File: src/rtl/pulpino_boot_ctrl.sv
// Wishbone-controlled reset/boot sequencer for the PULPino core.
// Optional watchdog in RUN is enabled by defining PULPINO_BOOT_WDT_EN.
module pulpino_boot_ctrl #(
  parameter logic [31:0] BASE_ADDR = 32'h3000_0000,
  parameter int unsigned CNT_W     = 16
) (
  input  logic        wb_clk_i,
  input  logic        wb_rst_i,
  input  logic        wbs_stb_i,
  input  logic        wbs_cyc_i,
  input  logic        wbs_we_i,
  input  logic [3:0]  wbs_sel_i,
  input  logic [31:0] wbs_adr_i,
  input  logic [31:0] wbs_dat_i,
  output logic        wbs_ack_o,
  output logic [31:0] wbs_dat_o,
  output logic        core_rst_n_o,
  output logic        fetch_enable_o,
  output logic        irq_o,
  output logic [1:0]  state_o
);

  typedef enum logic [1:0] {
    ST_OFF       = 2'd0,
    ST_RST_HOLD  = 2'd1,
    ST_BOOT_WAIT = 2'd2,
    ST_RUN       = 2'd3
  } state_e;

  localparam logic [7:0] ADR_CTRL   = 8'h00;
  localparam logic [7:0] ADR_STATUS = 8'h04;
  localparam logic [7:0] ADR_RST    = 8'h08;
  localparam logic [7:0] ADR_BOOT   = 8'h0C;

  localparam logic [CNT_W-1:0] RST_CYCLES_RST = CNT_W'(16);
  localparam logic [CNT_W-1:0] BOOT_DELAY_RST = CNT_W'(8);

  function automatic logic [31:0] byte_merge(input logic [31:0] old_v,
                                             input logic [31:0] new_v,
                                             input logic [3:0]  sel);
    logic [31:0] res;
    res = old_v;
    for (int b = 0; b < 4; b++) begin
      if (sel[b]) res[8*b +: 8] = new_v[8*b +: 8];
    end
    return res;
  endfunction

  state_e             state_q, state_d;
  logic [CNT_W-1:0]   cnt_q, cnt_d;
  logic [CNT_W-1:0]   rst_cycles_q, rst_cycles_d;
  logic [CNT_W-1:0]   boot_delay_q, boot_delay_d;
  logic [CNT_W-1:0]   rst_last_c, boot_last_c;
  logic               run_req_q, run_req_d;
  logic               irq_en_q, irq_en_d;
  logic               run_entered_q, run_entered_d;
  logic               wdt_fired_q, wdt_fired_d;
  logic               ack_q;
  logic [31:0]        dat_q, dat_d;
  logic               core_rst_n_q, fetch_q, irq_q;

  logic               req_c, hit_c, wr_c, rd_c;
  logic [7:0]         off_c;
  logic [31:0]        ctrl_merge_c, rdata_c;
  logic               soft_rst_c, clr_run_c, clr_wdt_c;
  logic               wdt_expire_c, wdt_fire_c;

  // Every access gets exactly one ack, never back-to-back
  assign req_c = wbs_stb_i & wbs_cyc_i & ~ack_q;
  assign hit_c = (wbs_adr_i[31:8] == BASE_ADDR[31:8]);
  assign wr_c  = req_c & hit_c & wbs_we_i;
  assign rd_c  = req_c & hit_c & ~wbs_we_i;
  assign off_c = wbs_adr_i[7:0];

  always_comb begin
    ctrl_merge_c = byte_merge({29'd0, irq_en_q, 1'b0, run_req_q}, wbs_dat_i, wbs_sel_i);
    run_req_d    = run_req_q;
    irq_en_d     = irq_en_q;
    soft_rst_c   = 1'b0;
    clr_run_c    = 1'b0;
    clr_wdt_c    = 1'b0;
    rst_cycles_d = rst_cycles_q;
    boot_delay_d = boot_delay_q;
    if (wr_c) begin
      case (off_c)
        ADR_CTRL: begin
          run_req_d  = ctrl_merge_c[0];
          soft_rst_c = ctrl_merge_c[1];
          irq_en_d   = ctrl_merge_c[2];
        end
        ADR_STATUS: begin
          clr_run_c = wbs_sel_i[1] & wbs_dat_i[8];
          clr_wdt_c = wbs_sel_i[1] & wbs_dat_i[9];
        end
        ADR_RST:  rst_cycles_d = CNT_W'(byte_merge(32'(rst_cycles_q), wbs_dat_i, wbs_sel_i));
        ADR_BOOT: boot_delay_d = CNT_W'(byte_merge(32'(boot_delay_q), wbs_dat_i, wbs_sel_i));
        default: ;
      endcase
    end
  end

`ifdef PULPINO_BOOT_WDT_EN
  localparam logic [7:0] ADR_WDT_LOAD = 8'h10;
  localparam logic [7:0] ADR_WDT_KICK = 8'h14;

  logic [31:0] wdt_load_q, wdt_load_d, wdt_cnt_q, wdt_cnt_d;
  logic        kick_c;

  assign kick_c = wr_c && (off_c == ADR_WDT_KICK);

  // Counter tracks the load value outside RUN, so entry to RUN starts a full period
  always_comb begin
    wdt_load_d = wdt_load_q;
    if (wr_c && (off_c == ADR_WDT_LOAD)) wdt_load_d = byte_merge(wdt_load_q, wbs_dat_i, wbs_sel_i);
    wdt_cnt_d = wdt_cnt_q - 32'd1;
    if ((wdt_load_q == 32'd0) || kick_c || (state_q != ST_RUN)) wdt_cnt_d = wdt_load_d;
  end

  assign wdt_expire_c = (state_q == ST_RUN) && (wdt_load_q != 32'd0) && !kick_c &&
                        (wdt_cnt_q <= 32'd1);

  always_ff @(posedge wb_clk_i or posedge wb_rst_i) begin
    if (wb_rst_i) begin
      wdt_load_q <= 32'd0;
      wdt_cnt_q  <= 32'd0;
    end else begin
      wdt_load_q <= wdt_load_d;
      wdt_cnt_q  <= wdt_cnt_d;
    end
  end
`else
  assign wdt_expire_c = 1'b0;
`endif

  always_comb begin
    rdata_c = 32'd0;
    case (off_c)
      ADR_CTRL:   rdata_c = {29'd0, irq_en_q, 1'b0, run_req_q};
      ADR_STATUS: rdata_c = {22'd0, wdt_fired_q, run_entered_q, 4'd0,
                             fetch_q, core_rst_n_q, 2'(state_q)};
      ADR_RST:    rdata_c = 32'(rst_cycles_q);
      ADR_BOOT:   rdata_c = 32'(boot_delay_q);
`ifdef PULPINO_BOOT_WDT_EN
      ADR_WDT_LOAD: rdata_c = wdt_load_q;
`endif
      default:    rdata_c = 32'd0;
    endcase
    dat_d = rd_c ? rdata_c : 32'd0;
  end

  // A zero limit behaves as one cycle
  assign rst_last_c  = (rst_cycles_q == '0) ? '0 : rst_cycles_q - CNT_W'(1);
  assign boot_last_c = (boot_delay_q == '0) ? '0 : boot_delay_q - CNT_W'(1);

  always_comb begin
    state_d    = state_q;
    cnt_d      = cnt_q;
    wdt_fire_c = 1'b0;
    if (!run_req_d) begin
      state_d = ST_OFF;
      cnt_d   = '0;
    end else if (soft_rst_c && (state_q != ST_OFF)) begin
      state_d = ST_RST_HOLD;
      cnt_d   = '0;
    end else begin
      case (state_q)
        ST_OFF: begin
          state_d = ST_RST_HOLD;
          cnt_d   = '0;
        end
        ST_RST_HOLD: begin
          if (cnt_q >= rst_last_c) begin
            state_d = ST_BOOT_WAIT;
            cnt_d   = '0;
          end else begin
            cnt_d = cnt_q + CNT_W'(1);
          end
        end
        ST_BOOT_WAIT: begin
          if (cnt_q >= boot_last_c) begin
            state_d = ST_RUN;
            cnt_d   = '0;
          end else begin
            cnt_d = cnt_q + CNT_W'(1);
          end
        end
        ST_RUN: begin
          if (wdt_expire_c) begin
            state_d    = ST_RST_HOLD;
            cnt_d      = '0;
            wdt_fire_c = 1'b1;
          end
        end
        default: state_d = ST_OFF;
      endcase
    end
  end

  // Set events win over a same-cycle W1C
  assign run_entered_d = (run_entered_q & ~clr_run_c) | ((state_d == ST_RUN) && (state_q != ST_RUN));
  assign wdt_fired_d   = (wdt_fired_q & ~clr_wdt_c) | wdt_fire_c;

  always_ff @(posedge wb_clk_i or posedge wb_rst_i) begin
    if (wb_rst_i) begin
      state_q       <= ST_OFF;
      cnt_q         <= '0;
      rst_cycles_q  <= RST_CYCLES_RST;
      boot_delay_q  <= BOOT_DELAY_RST;
      run_req_q     <= 1'b0;
      irq_en_q      <= 1'b0;
      run_entered_q <= 1'b0;
      wdt_fired_q   <= 1'b0;
      ack_q         <= 1'b0;
      dat_q         <= 32'd0;
      core_rst_n_q  <= 1'b0;
      fetch_q       <= 1'b0;
      irq_q         <= 1'b0;
    end else begin
      state_q       <= state_d;
      cnt_q         <= cnt_d;
      rst_cycles_q  <= rst_cycles_d;
      boot_delay_q  <= boot_delay_d;
      run_req_q     <= run_req_d;
      irq_en_q      <= irq_en_d;
      run_entered_q <= run_entered_d;
      wdt_fired_q   <= wdt_fired_d;
      ack_q         <= req_c;
      dat_q         <= dat_d;
      core_rst_n_q  <= (state_d == ST_BOOT_WAIT) || (state_d == ST_RUN);
      fetch_q       <= (state_d == ST_RUN);
      irq_q         <= irq_en_d & (run_entered_d | wdt_fired_d);
    end
  end

  assign wbs_ack_o      = ack_q;
  assign wbs_dat_o      = dat_q;
  assign core_rst_n_o   = core_rst_n_q;
  assign fetch_enable_o = fetch_q;
  assign irq_o          = irq_q;
  assign state_o        = 2'(state_q);

endmodule

File: config.mk
export PLATFORM = sky130hd
export DESIGN_NAME = pulpino_boot_ctrl
export DESIGN_NICKNAME = d
export VERILOG_FILES = /design/src/rtl/pulpino_boot_ctrl.sv
export SDC_FILE = /design/constraint.sdc
export NUM_CORES = 1
export LEC_CHECK = 0
export ABC_AREA = 1
export CAP_MARGIN = 20
export CORE_MARGIN = 3
export CORE_UTILIZATION = 52
export DETAILED_ROUTE_END_ITERATION = 6
export MAX_ROUTING_LAYER = met4
export PLACE_DENSITY = 0.81
export SYNTH_ARGS = -nofsm -noshare
export SYNTH_HDL_FRONTEND = slang
export SYNTH_SLANG_ARGS = --single-unit
File: constraint.sdc
create_clock -name wb_clk_i -period 4.1 [get_ports wb_clk_i]
set_clock_uncertainty 0.1 [all_clocks]
set_input_delay 0.41 -clock wb_clk_i [delete_from_list [all_inputs] [get_ports wb_clk_i]]
set_output_delay 0.41 -clock wb_clk_i [all_outputs]
set_load 0.005 [all_outputs]
Word level (Yosys, flattened, before mapping)
Index checks and enable logic that the tools add are counted.
{ "op_classes": {"addsub": 3, "n_lt_le_gt_ge": 2, "eq_ne": 11, "mux": 25, "n_bitwise": 16, "n_reduce_logical": 12} }
{ "op_table": {"columns": ["cell", "count"], "rows": [
  ["16-bit two-way mux", 6],
  ["16-bit one-hot mux with 4 select lines", 1],
  ["16-bit one-hot mux with 3 select lines", 1],
  ["16-bit >= comparator", 2],
  ["16-bit zero test", 2],
  ["32-bit two-way mux", 1],
  ["16-bit by 1-bit subtractor with 16-bit output (second input constant)", 2],
  ["24-bit by 22-bit equality test with 1-bit output (second input constant)", 1],
  ["16-bit by 1-bit adder with 16-bit output (second input constant)", 1],
  ["8-bit by 4-bit equality test with 1-bit output (second input constant)", 2],
  ["3-bit AND reduction", 4],
  ["1-bit AND", 10],
  ["1-bit two-way mux", 10],
  ["2-bit equality test (second input constant)", 4],
  ["8-bit by 3-bit equality test with 1-bit output (second input constant)", 1],
  ["8-bit zero test", 1],
  ["2-bit two-way mux", 4],
  ["2-bit one-hot mux with 4 select lines", 1],
  ["1-bit NOT", 4],
  ["3-bit two-way mux", 1],
  ["3-bit != test (second input constant)", 1],
  ["2-bit by 1-bit equality test with 1-bit output (second input constant)", 1],
  ["1-bit logical AND", 2],
  ["2-bit zero test", 1],
  ["4 further kinds", 5]
]} }
{ "word_totals": {"regBits": 90, "in_bits": 73, "output_inout_bits": 38} }

Depth between registers and ports, before layout
{ "logic_depth": {"ltp_word": 13, "mapped_depth": 23, "depth_no_buf": 23} }

Worst setup path before layout
No wires, ideal clock.
{ "synth_timing": {"path_type": "register to register", "from": "register boot_delay_q[2]", "to": "register cnt_q[2]", "setup_time_ps": 118, "t_arrival_ps": 2823, "slack_ps": 1058, "stages_incl_launch_ff": 19, "period_less_slack_ps": 3042, "cell_sequence": "dfrtp_1 > nor2_1 > nand3_1 > nor3_2 > nand3_1 > nor4_1 > xor2_1 > nand2_1 > ha_1 > nand2_1 > inv_1 > nand3_1 > nor3_1 > o21ai_0 > nand4_1 > a21oi_4 > nor2_2 > buf_6 > nor2_1"} }
{ "synth_via": {"elab_chain_len": 7} }
{ "synth_rtl": {"columns": ["item", "line_no", "text"], "rows": [
  ["from (decl)", "52", "logic [CNT_W-1:0] boot_delay_q, boot_delay_d;"],
  ["from (signal assigned)", "222", "boot_delay_q <= boot_delay_d;"],
  ["16-bit by 1-bit subtractor with 16-bit output or 16-bit zero test (tied branches)", "153", "assign boot_last_c = (boot_delay_q == '0) ? '0 : boot_delay_q - CNT_W'(1);"],
  ["16-bit two-way mux *", "153", null],
  ["16-bit >= comparator *", "180", "if (cnt_q >= boot_last_c) begin"],
  ["16-bit two-way mux *", "180", null],
  ["16-bit one-hot mux with 3 select lines *", "166", "case (state_q)"],
  ["16-bit two-way mux *", "162", "end else if (soft_rst_c && (state_q != ST_OFF)) begin"],
  ["16-bit two-way mux *", "159", "if (!run_req_d) begin"],
  ["to (signal assigned)", "220", "cnt_q <= cnt_d;"],
  ["to (decl)", "50", "logic [CNT_W-1:0] cnt_q, cnt_d;"]
]} }
Mark *: on every way between the ends. The rest lies on a longest branch, timed or not.
A chain may end at the register's enable or synchronous reset.

Final worst setup path
{ "layout_timing": {"from": "register rst_cycles_q[0]", "to": "register irq_q, in the netlist irq_o"} }
{ "layout_via": {"elab_chain_len": 12} }
{ "layout_rtl": {"columns": ["item", "line_no", "text"], "rows": [
  ["from (decl)", "51", "logic [CNT_W-1:0] rst_cycles_q, rst_cycles_d;"],
  ["from (signal assigned)", "221", "rst_cycles_q <= rst_cycles_d;"],
  ["16-bit by 1-bit subtractor with 16-bit output or 16-bit zero test (tied branches)", "152", "assign rst_last_c = (rst_cycles_q == '0) ? '0 : rst_cycles_q - CNT_W'(1);"],
  ["16-bit two-way mux *", "152", null],
  ["16-bit >= comparator *", "172", "if (cnt_q >= rst_last_c) begin"],
  ["2-bit two-way mux *", "172", null],
  ["2-bit one-hot mux with 4 select lines *", "166", null],
  ["2-bit two-way mux *", "162", null],
  ["2-bit two-way mux *", "159", null],
  ["2-bit equality test *", "200", "assign run_entered_d = (run_entered_q & ~clr_run_c) | ((state_d == ST_RUN) && (state_q != ST_RUN));"],
  ["1-bit logical AND *", "200", null],
  ["1-bit OR *", "200", null],
  ["1-bit OR *", "231", "irq_q <= irq_en_d & (run_entered_d | wdt_fired_d);"],
  ["1-bit AND *", "231", null],
  ["to (signal assigned)", "231", null],
  ["to (decl)", "60", "logic core_rst_n_q, fetch_q, irq_q;"]
]} }
Marked as above.

==> impl_results.md <==
- Worst setup margin: 0.400 ns
- FMAX: 270 MHz
- Full die area: 11500 sq um
- Setup_tns: 0 ns
- Most frequent cells in the layout: nand2_1 (170), inv_1 (96), nor2_1 (77)
- Cell area after synthesis: 5350 sq um
- Leakage: 3.12 nW
- DR vias: 5022
- # DRC: 0
- Via density: 5.30
- P&R area growth vs syn: 20.3%
- Most Crowded Layer GR: met2
- Crit path from: rst_cycles_q[0]$_DFFE_PP0P_
- Cells after Synth: 726
- Final setup fails: 0
- VDD IR max: 0.149 mV
- Clock sink total: 74
- CTS tree: built
- Syn avg cell area: 7.37 sq um
- Clock transition at the registers of the reported paths: 0.09 ns
- Most common library cell in the layout ignoring fill and taps: nand2_1
- Outcome: finished, final reports clean
- Clock Tree Buf Depth: 2
- Gr ovfl total: 0
- Antenna cells: 0
- Distinct cells, synth: 46
- Core Rows: 36
- Layout cells sized above 1: 8.10%
- Largest net degree at the start of global routing: 51
- Max Cap Violations: 0
- DRT iter0 DRCs: 252
- Hold WC Path Type: primary input to async pin
- Endpoints failing hold: 0
- Total GRT Usage: 25.3%
- Rel. slew slack: 43.2%
- Met3 Usage GRT: 4.56%
- FF/Latch Area: 1850 sq um
- Crit start category: register
- Crit-path max FO: 4
- CTS Buf Count: 9
- Initial Util: 54.0%
- M1 GR Usage: 31.2%
- Core Area: 9910 sq um
- Register bit total from synthesis: 74
- Slew Viols, Final: 0
- Port Buffers: 76
- Number of global-route vias before repair: 4886
- Fin crit share: 90.2%
- RSZ-0062 raised after global routing: false
- # fillers: 867
- Placer Congestion: 0.905
- Seq/Total Area, Yosys: 34.6%
- Initial antenna violation count: 0
- Place WS: 0.393 ns
- Reg-to-Reg Start: rst_cycles_q[0]$_DFFE_PP0P_
- Multi-input logic area: 3010 sq um
- DR pass1 iterations: 5
- Synth warn: 0
- Hold buffer count at CTS: 0
- First-pass GRT wire length: 22.5 mm
- PwrDens: 225 nW/um^2
- Htree depth: 3
- Root buf cell: clkbuf_8
- DPL Wire Length: 10.6 mm
- Tmin final: 3.70 ns
- Die Ht: 107 um
- Routed Wire Length: 13.6 mm
- CP Capture Type: register
- IO Pins: 111
- Clock Latency Late Sink: 0.36 ns
- # nets final: 926
- Die W: 107 um
- Actual slew at the worst max-slew pin: 0.849 ns
- Post-DRT Antenna Nets: 0
- Avg WL per Cell: 14.3 um
- Data arrival, critical path: 3.91 ns
- Worst setup path category: register to register
- Routing usage on met2: 41.7%
- Req. time, crit path: 4.31 ns
==> final cells by class <==
cell class                      count  area share (%)
Multi-Input combinational cell    542            46.7
Sequential cell                    74            28.8
Tap cell                          133            2.58
Timing Repair Buffer               83            12.8
Clock inverter                      6            1.11
Clock buffer                       10            2.14
Inverter                          100            5.83
==> timing repair <==
action	in CTS	in global routing
setup buffers	0	0
setup endpoints to repair	0	8
resized for setup	0	1
==> critical path: stages, from the launching register on <==
cell and delay, ns:
dfrtp_1 0.40, inv_1 0.12, nand3_1 0.13, nor3_1 0.28, nand2_1 0.15, nor2_1 0.18
nand2_1 0.10, inv_1 0.12, a21oi_1 0.08, nand3b_1 0.22, ha_1 0.32, nand2_1 0.07
inv_1 0.03, o21bai_1 0.11, nand2_1 0.06, a21oi_1 0.26, nand4_1 0.23, nand2_1 0.11
nand2_1 0.05, nand3_1 0.13, nand3_1 0.16, nand3_1 0.13, nand2_1 0.06, inv_1 0.05
==> logic make-up (layout without fill, tap and decap cells) <==
logic type	Yosys count	in the layout	synth area share, %
xor+xnor	20	20	3.27
buf+inv	125	199	10.2
mux	1	1	0.210
simple gates	368	368	31.6
compound gates	94	94	9.98
fa+ha+maj	43	43	10.1
flops	74	74	34.6
other cells	1	16	0.0701
==> final timing paths <==
check,cells past startpoint,slack (ns),to
worst min-delay path,2,0.22,cnt_q[9]$_DFFE_PP0P_
worst max register to register,23,0.40,irq_o$_DFF_PP0_
max in group asynchronous,4,2.74,boot_delay_q[3]$_DFFE_PP1P_
min in group wb_clk_i,1,0.41,wbs_ack_o$_DFF_PP0_
worst max-delay path,23,0.40,irq_o$_DFF_PP0_
worst min register to register,1,0.41,wbs_ack_o$_DFF_PP0_
==> stage by stage <==
stage               hold WS (ns)  power (mW)  instances  instance area, sq um  util (%)
floorplan                  0.375       0.790        741                  5410         -
detailed placement         0.381       0.848        930                  6200      62.6
global route               0.246        1.50        948                  6440      65.0
global placement           0.388       0.845        930                  6200      62.6
finish                     0.219        1.45        948                  6440      65.0
CTS                        0.409        1.45        946                  6410      64.7
==> per-layer routing <==
metal / part of all wire [%] / vias up
met2: 49 / 172
met3: 5.0 / 32
li1: - / 2483
met4: 2.8 / 0
met5: 0 / -
met1: 43 / 2335
==> registers in the layout, summed over array words and instances, names as in the netlist, 2 cells and up <==
register	count
rst_cycles_q	16
state_o	2
cnt_q	16
wbs_dat_o	16
boot_delay_q	16
==> where the power goes <==
part           switching [mW]  internal, mW  total [mW]
clock network           0.310         0.303       0.614
registers            0.000305         0.730       0.730
logic                  0.0500        0.0561       0.106
==> Yosys cell counts, drive strengths merged <==
cell type,n,share of area (%)
nor2,91,7.2
o21a,4,0.56
o21ai,46,4.3
dfrtp,72,34
nand3,51,5.3
a31oi,5,0.58
xor2,18,2.9
o21bai,4,0.56
and2,3,0.35
o22ai,1,0.12
ha,43,10
a21boi,1,0.14
xnor2,2,0.33
dfstp,2,0.98
or2,10,1.2
a221oi,2,0.33
nor3,14,1.6
a22oi,5,0.70
nand3b,4,0.56
nor3b,2,0.28
and3b,1,0.16
o31ai,1,0.14
nand2,173,12
nand4,12,1.5
a21oi,25,2.5
conb,1,0.070
inv,99,6.9
buf,20,2.9
clkbuf,5,0.35
nor4,7,1.1
clkinv,1,0.070
mux2,1,0.21
No activity file was read; power rests on OpenSTA's default activity.
